File: src/rtl/dcache_responder_if.sv
// Bundles the CPU D-cache port and the physical-memory line port of dcache_responder.
// The cache takes the slave view; the surrounding datapath/arbiter takes the master view.
interface dcache_responder_if;
    logic         data_read;
    logic         data_write;
    logic [3:0]   data_mbe;
    logic [31:0]  data_addr;
    logic [31:0]  data_wdata;
    logic         data_resp;
    logic [31:0]  data_rdata;
    logic         pmem_read;
    logic         pmem_write;
    logic [31:0]  pmem_address;
    logic [255:0] pmem_wdata;
    logic [255:0] pmem_rdata;
    logic         pmem_resp;

    modport slave (
        input  data_read, data_write, data_mbe, data_addr, data_wdata,
        output data_resp, data_rdata,
        output pmem_read, pmem_write, pmem_address, pmem_wdata,
        input  pmem_rdata, pmem_resp
    );

    modport master (
        output data_read, data_write, data_mbe, data_addr, data_wdata,
        input  data_resp, data_rdata,
        input  pmem_read, pmem_write, pmem_address, pmem_wdata,
        output pmem_rdata, pmem_resp
    );
endinterface

File: src/rtl/dcache_responder.sv
// Direct-mapped, write-back, write-allocate L1 data cache with 256-bit lines.
// One CPU request outstanding; misses write back a dirty victim, then fill and re-evaluate.
module dcache_responder #(
    parameter int unsigned S_INDEX = 3
) (
    input logic               clk,
    input logic               rst,
    dcache_responder_if.slave bus
);
    localparam int unsigned SETS  = 1 << S_INDEX;
    localparam int unsigned TAG_W = 27 - S_INDEX;

    typedef enum logic [1:0] {
        IDLE,
        RESP,
        WRITEBACK,
        ALLOCATE
    } state_e;

    state_e              state_q, state_d;
    logic [SETS-1:0]     valid_q, valid_d;
    logic [SETS-1:0]     dirty_q, dirty_d;
    logic [TAG_W-1:0]    tag_q  [SETS];
    logic [255:0]        line_q [SETS];

    logic                pmem_read_q,  pmem_read_d;
    logic                pmem_write_q, pmem_write_d;
    logic [31:0]         pmem_addr_q,  pmem_addr_d;
    logic [255:0]        pmem_wdata_q, pmem_wdata_d;
    logic [31:0]         rdata_q,      rdata_d;

    logic [S_INDEX-1:0]  idx;
    logic [TAG_W-1:0]    req_tag;
    logic [2:0]          wsel;
    logic [7:0]          wbit;
    logic                req;
    logic                hit;
    logic [255:0]        cur_line;
    logic [31:0]         cur_word;
    logic [31:0]         merged_word;

    logic                line_we;
    logic [255:0]        line_wdata;
    logic                tag_we;

    logic                unused_addr_bits;

    assign idx              = bus.data_addr[4+S_INDEX:5];
    assign req_tag          = bus.data_addr[31:5+S_INDEX];
    assign wsel             = bus.data_addr[4:2];
    assign wbit             = {wsel, 5'b0};
    assign unused_addr_bits = ^bus.data_addr[1:0];

    assign req      = bus.data_read | bus.data_write;
    assign cur_line = line_q[idx];
    assign cur_word = cur_line[wbit +: 32];
    assign hit      = valid_q[idx] && (tag_q[idx] == req_tag);

    always_comb begin
        merged_word = cur_word;
        for (int unsigned b = 0; b < 4; b++) begin
            if (bus.data_mbe[b]) begin
                merged_word[b*8 +: 8] = bus.data_wdata[b*8 +: 8];
            end
        end
    end

    always_comb begin
        state_d      = state_q;
        valid_d      = valid_q;
        dirty_d      = dirty_q;
        pmem_read_d  = pmem_read_q;
        pmem_write_d = pmem_write_q;
        pmem_addr_d  = pmem_addr_q;
        pmem_wdata_d = pmem_wdata_q;
        rdata_d      = rdata_q;
        line_we      = 1'b0;
        line_wdata   = cur_line;
        tag_we       = 1'b0;

        unique case (state_q)
            IDLE: begin
                if (req) begin
                    if (hit) begin
                        // store wins when both strobes are raised
                        if (bus.data_write) begin
                            line_we                  = 1'b1;
                            line_wdata[wbit +: 32]   = merged_word;
                            dirty_d[idx]             = dirty_q[idx] | (|bus.data_mbe);
                        end else begin
                            rdata_d = cur_word;
                        end
                        state_d = RESP;
                    end else if (valid_q[idx] && dirty_q[idx]) begin
                        pmem_write_d = 1'b1;
                        pmem_addr_d  = {tag_q[idx], idx, 5'b0};
                        pmem_wdata_d = cur_line;
                        state_d      = WRITEBACK;
                    end else begin
                        pmem_read_d  = 1'b1;
                        pmem_addr_d  = {req_tag, idx, 5'b0};
                        state_d      = ALLOCATE;
                    end
                end
            end
            RESP: begin
                state_d = IDLE;
            end
            WRITEBACK: begin
                if (bus.pmem_resp) begin
                    pmem_write_d = 1'b0;
                    pmem_read_d  = 1'b1;
                    pmem_addr_d  = {req_tag, idx, 5'b0};
                    state_d      = ALLOCATE;
                end
            end
            ALLOCATE: begin
                // fill then return to IDLE so the access re-resolves as a hit
                if (bus.pmem_resp) begin
                    pmem_read_d  = 1'b0;
                    line_we      = 1'b1;
                    line_wdata   = bus.pmem_rdata;
                    tag_we       = 1'b1;
                    valid_d[idx] = 1'b1;
                    dirty_d[idx] = 1'b0;
                    state_d      = IDLE;
                end
            end
            default: begin
                state_d = IDLE;
            end
        endcase
    end

    always_ff @(posedge clk or posedge rst) begin
        if (rst) begin
            state_q      <= IDLE;
            valid_q      <= '0;
            dirty_q      <= '0;
            pmem_read_q  <= 1'b0;
            pmem_write_q <= 1'b0;
            pmem_addr_q  <= '0;
            pmem_wdata_q <= '0;
            rdata_q      <= '0;
        end else begin
            state_q      <= state_d;
            valid_q      <= valid_d;
            dirty_q      <= dirty_d;
            pmem_read_q  <= pmem_read_d;
            pmem_write_q <= pmem_write_d;
            pmem_addr_q  <= pmem_addr_d;
            pmem_wdata_q <= pmem_wdata_d;
            rdata_q      <= rdata_d;
        end
    end

    // Line and tag storage carry no reset; valid bits gate their use.
    always_ff @(posedge clk) begin
        if (line_we) begin
            line_q[idx] <= line_wdata;
        end
        if (tag_we) begin
            tag_q[idx] <= req_tag;
        end
    end

    assign bus.data_resp    = (state_q == RESP);
    assign bus.data_rdata   = rdata_q;
    assign bus.pmem_read    = pmem_read_q;
    assign bus.pmem_write   = pmem_write_q;
    assign bus.pmem_address = pmem_addr_q;
    assign bus.pmem_wdata   = pmem_wdata_q;
endmodule

File: src/flat_wrapper.sv
// flat-port wrapper written by rule: the top's interface ports become plain ports
module dcache_responder_flat 
#(
    parameter int unsigned S_INDEX = 3
)
  (clk, rst, bus_data_read, bus_data_write, bus_data_mbe, bus_data_addr, bus_data_wdata, bus_data_resp, bus_data_rdata, bus_pmem_read, bus_pmem_write, bus_pmem_address, bus_pmem_wdata, bus_pmem_rdata, bus_pmem_resp);
  dcache_responder_if bus_i ();
  input logic clk;
  input logic rst;
  input wire logic [$bits(bus_i.data_read)-1:0] bus_data_read;
  input wire logic [$bits(bus_i.data_write)-1:0] bus_data_write;
  input wire logic [$bits(bus_i.data_mbe)-1:0] bus_data_mbe;
  input wire logic [$bits(bus_i.data_addr)-1:0] bus_data_addr;
  input wire logic [$bits(bus_i.data_wdata)-1:0] bus_data_wdata;
  output wire logic [$bits(bus_i.data_resp)-1:0] bus_data_resp;
  output wire logic [$bits(bus_i.data_rdata)-1:0] bus_data_rdata;
  output wire logic [$bits(bus_i.pmem_read)-1:0] bus_pmem_read;
  output wire logic [$bits(bus_i.pmem_write)-1:0] bus_pmem_write;
  output wire logic [$bits(bus_i.pmem_address)-1:0] bus_pmem_address;
  output wire logic [$bits(bus_i.pmem_wdata)-1:0] bus_pmem_wdata;
  input wire logic [$bits(bus_i.pmem_rdata)-1:0] bus_pmem_rdata;
  input wire logic [$bits(bus_i.pmem_resp)-1:0] bus_pmem_resp;
  assign bus_i.data_read = bus_data_read;
  assign bus_i.data_write = bus_data_write;
  assign bus_i.data_mbe = bus_data_mbe;
  assign bus_i.data_addr = bus_data_addr;
  assign bus_i.data_wdata = bus_data_wdata;
  assign bus_data_resp = bus_i.data_resp;
  assign bus_data_rdata = bus_i.data_rdata;
  assign bus_pmem_read = bus_i.pmem_read;
  assign bus_pmem_write = bus_i.pmem_write;
  assign bus_pmem_address = bus_i.pmem_address;
  assign bus_pmem_wdata = bus_i.pmem_wdata;
  assign bus_i.pmem_rdata = bus_pmem_rdata;
  assign bus_i.pmem_resp = bus_pmem_resp;
  dcache_responder #(.S_INDEX(S_INDEX)) u_core (.clk(clk), .rst(rst), .bus(bus_i));
endmodule
File: config.mk
export PLATFORM = sky130hd
export DESIGN_NAME = dcache_responder_flat
export DESIGN_NICKNAME = d
export VERILOG_FILES = /design/src/rtl/dcache_responder_if.sv /design/src/rtl/dcache_responder.sv /design/src/flat_wrapper.sv
export SDC_FILE = /design/constraint.sdc
export NUM_CORES = 2
export LEC_CHECK = 0
export CAP_MARGIN = 20
export CELL_PAD_IN_SITES_DETAIL_PLACEMENT = 1
export CELL_PAD_IN_SITES_GLOBAL_PLACEMENT = 2
export CORE_MARGIN = 3
export CORE_UTILIZATION = 42
export DETAILED_ROUTE_END_ITERATION = 8
export PLACE_DENSITY = 0.85
export SYNTH_ARGS = -nofsm -noshare
export SYNTH_HDL_FRONTEND = slang
export SYNTH_SLANG_ARGS = --single-unit
File: constraint.sdc
create_clock -name clk -period 20.5 [get_ports clk]
set_input_delay 2.05 -clock clk [delete_from_list [all_inputs] [get_ports clk]]
set_output_delay 2.05 -clock clk [all_outputs]
set_load 0.02 [all_outputs]
Yosys cells after proc, flatten, opt, wreduce, memory -nomap -nowiden:

Memory sizes are Yosys's and may differ from the RTL's.
Index checks and enable logic that the tools add are counted.
W data, S select, Z words.

* bits in registers: 340
* bits in latches: 0
* bits in writable memories: 2240
* ROM bits: 0
* input bits: 329
* output and inout bits: 323
* logic and storage cells: 104
* memories: 2

* add/subtract/negate cells: 1
* multipliers: 0
* div/mod/pow operators: 0
* order comparisons: 2
* equal/unequal tests: 12
* shift-type cells: 3
* multiplexer cells: 53
* bitwise operators: 7
* reduce and logical (&&, ||, !) cells: 16

Memories
* u_core.line_q: depth 8, bits a word 256, rd ports 1, clocked after memory_dff 0, wr ports 1, RTL line dcache_responder.sv:24 `logic [255:0] line_q [SETS];`
* u_core.tag_q: depth 8, bits a word 24, rd ports 1, clocked after memory_dff 0, wr ports 1, RTL line dcache_responder.sv:23 `logic [TAG_W-1:0] tag_q [SETS];`

Operator list (number)
* $mux W256: 4
* $pmux W256 S2: 1
* $bwmux W256: 1
* $shift A32 B10 Y256 const A: 1
* $shiftx A256 B9 Y32: 1
* $shiftx A32 B10 Y256: 1
* $mux W32: 4
* $mux W8: 8
* $pmux W32 S2: 1
* $eq A24 B24 Y1: 1
* $mux W1: 21
* $pmux W8 S2: 1
* $reduce_and A4 Y1: 3
* $ne A2 B2 Y1 const B: 5
* $neg A8 Y10: 1
* $reduce_and A5 Y1: 2
* $and A8 B8 Y8: 1
* $bwmux W8: 1
* $mux W2: 4
* $not A8 Y8: 1
* $or A8 B8 Y8: 1
* $pmux W2 S4: 1
* $bmux W1 S3: 2
* $ne A2 B1 Y1 const B: 3
* other kinds (17): 24

Logic depth before layout (Yosys ltp):

* word-level depth: 9
* gate-level depth with buffers: 18

Worst setup path before layout:

Ideal clock, no wire load.

* path type: input -> register
* start point: in bus_data_addr[7]
* end point: mem u_core.line_q[0][0], enable pin
* setup time: 0.879 ns
* data arrival time: 15.085 ns
* required time: 19.621 ns
* slack: 4.536 ns
* stages: 11
* buffers on the path: 2
* path through: buf_4 mux2_2 a221o_1 o2bb2ai_1 xor2_1 nor4_1 nand4_2 buf_6 o31ai_1 nand2_1 nor2_1

* longest elaborated chain between the ends: 8
* elaborated cells between the ends (all ways): 10
* those cells by class: eq/ne (1); mux (7); reduce/logical (1); memory (1)

RTL lines
* from (decl): RTL line flat_wrapper.sv:13 `input wire logic [$bits(bus_i.data_addr)-1:0] bus_data_addr;`
* $mem_v2 Z8 W24 / $bmux W1 S3 (equally long branches)
* $eq A24 B24 Y1 / $mux W1 (equally long branches): RTL line dcache_responder.sv:57 `assign hit = valid_q[idx] && (tag_q[idx] == req_tag);`
* $logic_and A1 B1 Y1: RTL line dcache_responder.sv:57
* $mux W1: RTL line dcache_responder.sv:84 `if (hit) begin`
* $mux W1: RTL line dcache_responder.sv:83 `if (req) begin`
* $pmux W1 S2: RTL line dcache_responder.sv:81 `unique case (state_q)`
* $mux W1: RTL line dcache_responder.sv:159 `if (line_we) begin`
* $mux W1 (not written as such): RTL line dcache_responder.sv:160 `line_q[idx] <= line_wdata;`
* to (decl): RTL line dcache_responder.sv:24

Parallel ways exist; a longest one is shown, timed or not. The select of a mux whose other input is x is not followed.

Final worst setup path:

* start point: in bus_data_addr[7]
* end point: mem u_core.line_q[2][116], enable pin

Same word-level chain as after synthesis.

==> out/results.ini <==
[power]
swShare_pct=33.2
p_int_mw=11.0
p_seq_share_pct=42.8
p_sw_mw=5.47
p_clk_share_pct=31.2
p_leak_nw=43.6
powerDensity_mw_per_mm2=129
p_comb_share_pct=26.0
ir_worst_vdd_mv=0.136

[yosys]
synth.distinct_cells=103
synth_ff_type=edfxtp_1
yosysTopAreaCellShare_pct=62.4
ys_top_cells_by_area=edfxtp_1, dfrtp_1, mux4_2
synth_commonest_cells=edfxtp_1, nand2_1, o21ai_0
yosys.area_share.simple_pct=5.11
netlist_area_mm2=0.108
synth.area.mux_share_pct=10.5
synth_xor_area_share_pct=0.130
synth_top_family_by_area=compound AO/OA/AOI/OAI gates
synth_edf_count=2240
yosysWarnings=0
syn_inst=7082
yosysTopAreaCell=edfxtp_1
asyncSetResetFlopFracSynth_pct=13.0
syn_area_per_cell_um2=15.2
synth_compound_area_share_pct=11.3
yosysSeqAreaShare_pct=70.1
synthAdderAreaFrac_pct=0.104
ys_ff_latch=2575
synth_most_common_cell=edfxtp_1

[critical_path]
worst_setup_path_end_kind=flop
crit_required_ns=21.02
critPathLaunch=bus_data_addr[7]
critPathKind=in -> reg
rr_startpoint=u_core.tag_q[3][8]
worst_ep_arrival_time_ns=10.64
startpoint_type=input port
crit_path_max_fanout=86

[detailed_routing]
drtPass1Iterations=8
postRouteAntennaNets=0
num_vias=77900
wl_mm=465
drt_iter0_markers=14200
wire_per_inst_um=40.7
drt-vias-per-instance=6.81
drc=0

[die]
die_width_um=513
core.rowCount=185
core_mm2=0.255
dieHeight_um=513
boundaryPins=652
die_area_mm2=0.263
start_util_pct=42.3

[run]
drv_cap=0

[timing]
worst_pin_slew_ns=1.50
finClkSkew_ns=0.0772
relSlewSlack_pct=0.312
final.period_utilization_pct=49.3
finalHoldViolCount=0
rsz0062_at_grt=false
setup_violations=0
min_period_ns=10.11
fin_tns_setup_ns=0
slew_viol_final=0
fin_ws_ns=10.39
fmax_mhz=98.9

[final_layout]
area.sequential_mm2=0.0756
area_growth_pct=18.6
nets=8157
finish.utilization_pct=50.2
final_layout_size_suffix_gt1_share_pct=16.0
fillers=24500
multi_input_area_mm2=0.0297

[worst_hold_path]
min_from=u_core.valid_q[4]
hold_class=reg -> reg

[global_routing]
overflow=0
grt_start_max_net_pins=128
grt_pass1_wl_mm=632
grt_usage_pct=34.4
grt_pass1_vias=76800
grt_antenna_before_repair=51

[cts]
hold_buffers=0
post_cts.repair.setup_buffers=0
clock_sinks=2575
cts_htree_levels=5
clkTransAtPathRegs_ns=0.06
root_buffer=clkbuf_16
cts-buffers-inserted=287
ctsResizeCount=0
clockBufferDepth=4
cts_tree=yes
clock_latency_ns=0.96

[place]
hpwlAfterDp_mm=291
preCtsSetupSlack_ns=9.57
numPortBuffers=644
gp_congestion=0.903

[status]
status=complete, no violations

-- state kept, by name, summed over array words and instances, names as in the netlist --
name / count
u_core.dirty_q: 8
u_core.bus.pmem_write: 1
u_core.state_q: 2
u_core.valid_q: 8
u_core.line_q: 2048
u_core.bus.pmem_wdata: 256
u_core.bus.data_rdata: 32
u_core.bus.pmem_read: 1
u_core.bus.pmem_address: 27
u_core.tag_q: 192
-- worst paths after layout --
kind                                               to  slack [ns]  cells after the start
max                             u_core.line_q[2][116]       10.39                     16
min                                 u_core.valid_q[4]        0.47                      1
max reg2reg                     u_core.line_q[2][116]       13.07                     13
min reg2reg                         u_core.valid_q[4]        0.47                      1
max in group asynchronous  u_core.bus.pmem_wdata[202]       15.84                      5
min in group asynchronous  u_core.bus.pmem_wdata[217]        1.55                      2
-- layer usage --
metal	part of all wire, %	vias up	track usage (%)
met5	0.033	-	0
met4	8.4	24	24.5
met3	14	1556	11.3
met2	43	6978	49.9
met1	35	39800	43.3
li1	-	29500	-
-- cell type report --
type | instances | share of cell area (%)
Sequential cell | 2575 | 59.1
Multi-Input combinational cell | 3959 | 23.2
Timing Repair Buffer | 965 | 7.08
Clock buffer | 363 | 6.06
Tap cell | 3366 | 3.29
Clock inverter | 135 | 1.06
Inverter | 31 | 0.110
Antenna cell | 42 | 0.0821
-- per-stage QoR --
stage / area [um2] / instances / hold slack [ns] / power, mW
floorplan: 108000 / 7086 / 0.434 / 9.06
global placement: 119000 / 10900 / 0.446 / 11.0
detailed placement: 119000 / 10900 / 0.455 / 11.2
CTS: 128000 / 11400 / 0.469 / 16.3
global route: 128000 / 11400 / 0.481 / 16.8
finish: 128000 / 11400 / 0.467 / 16.4
-- power groups by stage --
| stage | Clock, mW | Combinational (mW) | Sequential (mW) |
|---|---|---|---|
| after floorplan | 0 | 1.68 | 7.38 |
| after global placement | 0 | 3.90 | 7.11 |
| after CTS | 5.12 | 4.11 | 7.03 |
| after global routing | 5.33 | 4.39 | 7.07 |
| final | 5.13 | 4.28 | 7.04 |
| after detailed placement | 0 | 4.08 | 7.13 |
-- logic make-up after synthesis --
group / Yosys count
DFF: 2575
AOI/OAI and AO/OA: 1783
and+or+nand+nor: 1313
muxes: 833
buffers and inverters: 552
xor gates and xnor gates: 16
adders and majority gates: 9
other: 1
-- cell usage in the layout (no fill, tap or decap), drive strengths merged, types with 53 or more instances in the layout --
cell type and count:
edfxtp 2240, nand2 921, o21ai 701, clkdlybuf4s50 635, mux2i 400, clkbuf 365, dfrtp 335, buf 328
o221ai 225, mux2 218, mux4 215, nor2 186, a21oi 167, a221oi 143, a22oi 108, clkinv 92
o22ai 61, a221o 53
-- critical path, cell delays in order --
cell and delay, ns:
buf_8 0.49, buf_4 0.80, buf_4 0.83, and2_4 0.50, a22o_1 0.20, a222oi_1 0.18, xnor2_1 0.23, nor3_1 0.31
nand4_2 0.13, buf_4 0.25, o31ai_1 0.27, nand2_1 0.48, nor2_4 0.99, buf_4 0.91, buf_4 0.83, buf_4 0.89
(Power assumes the default switching activity.)
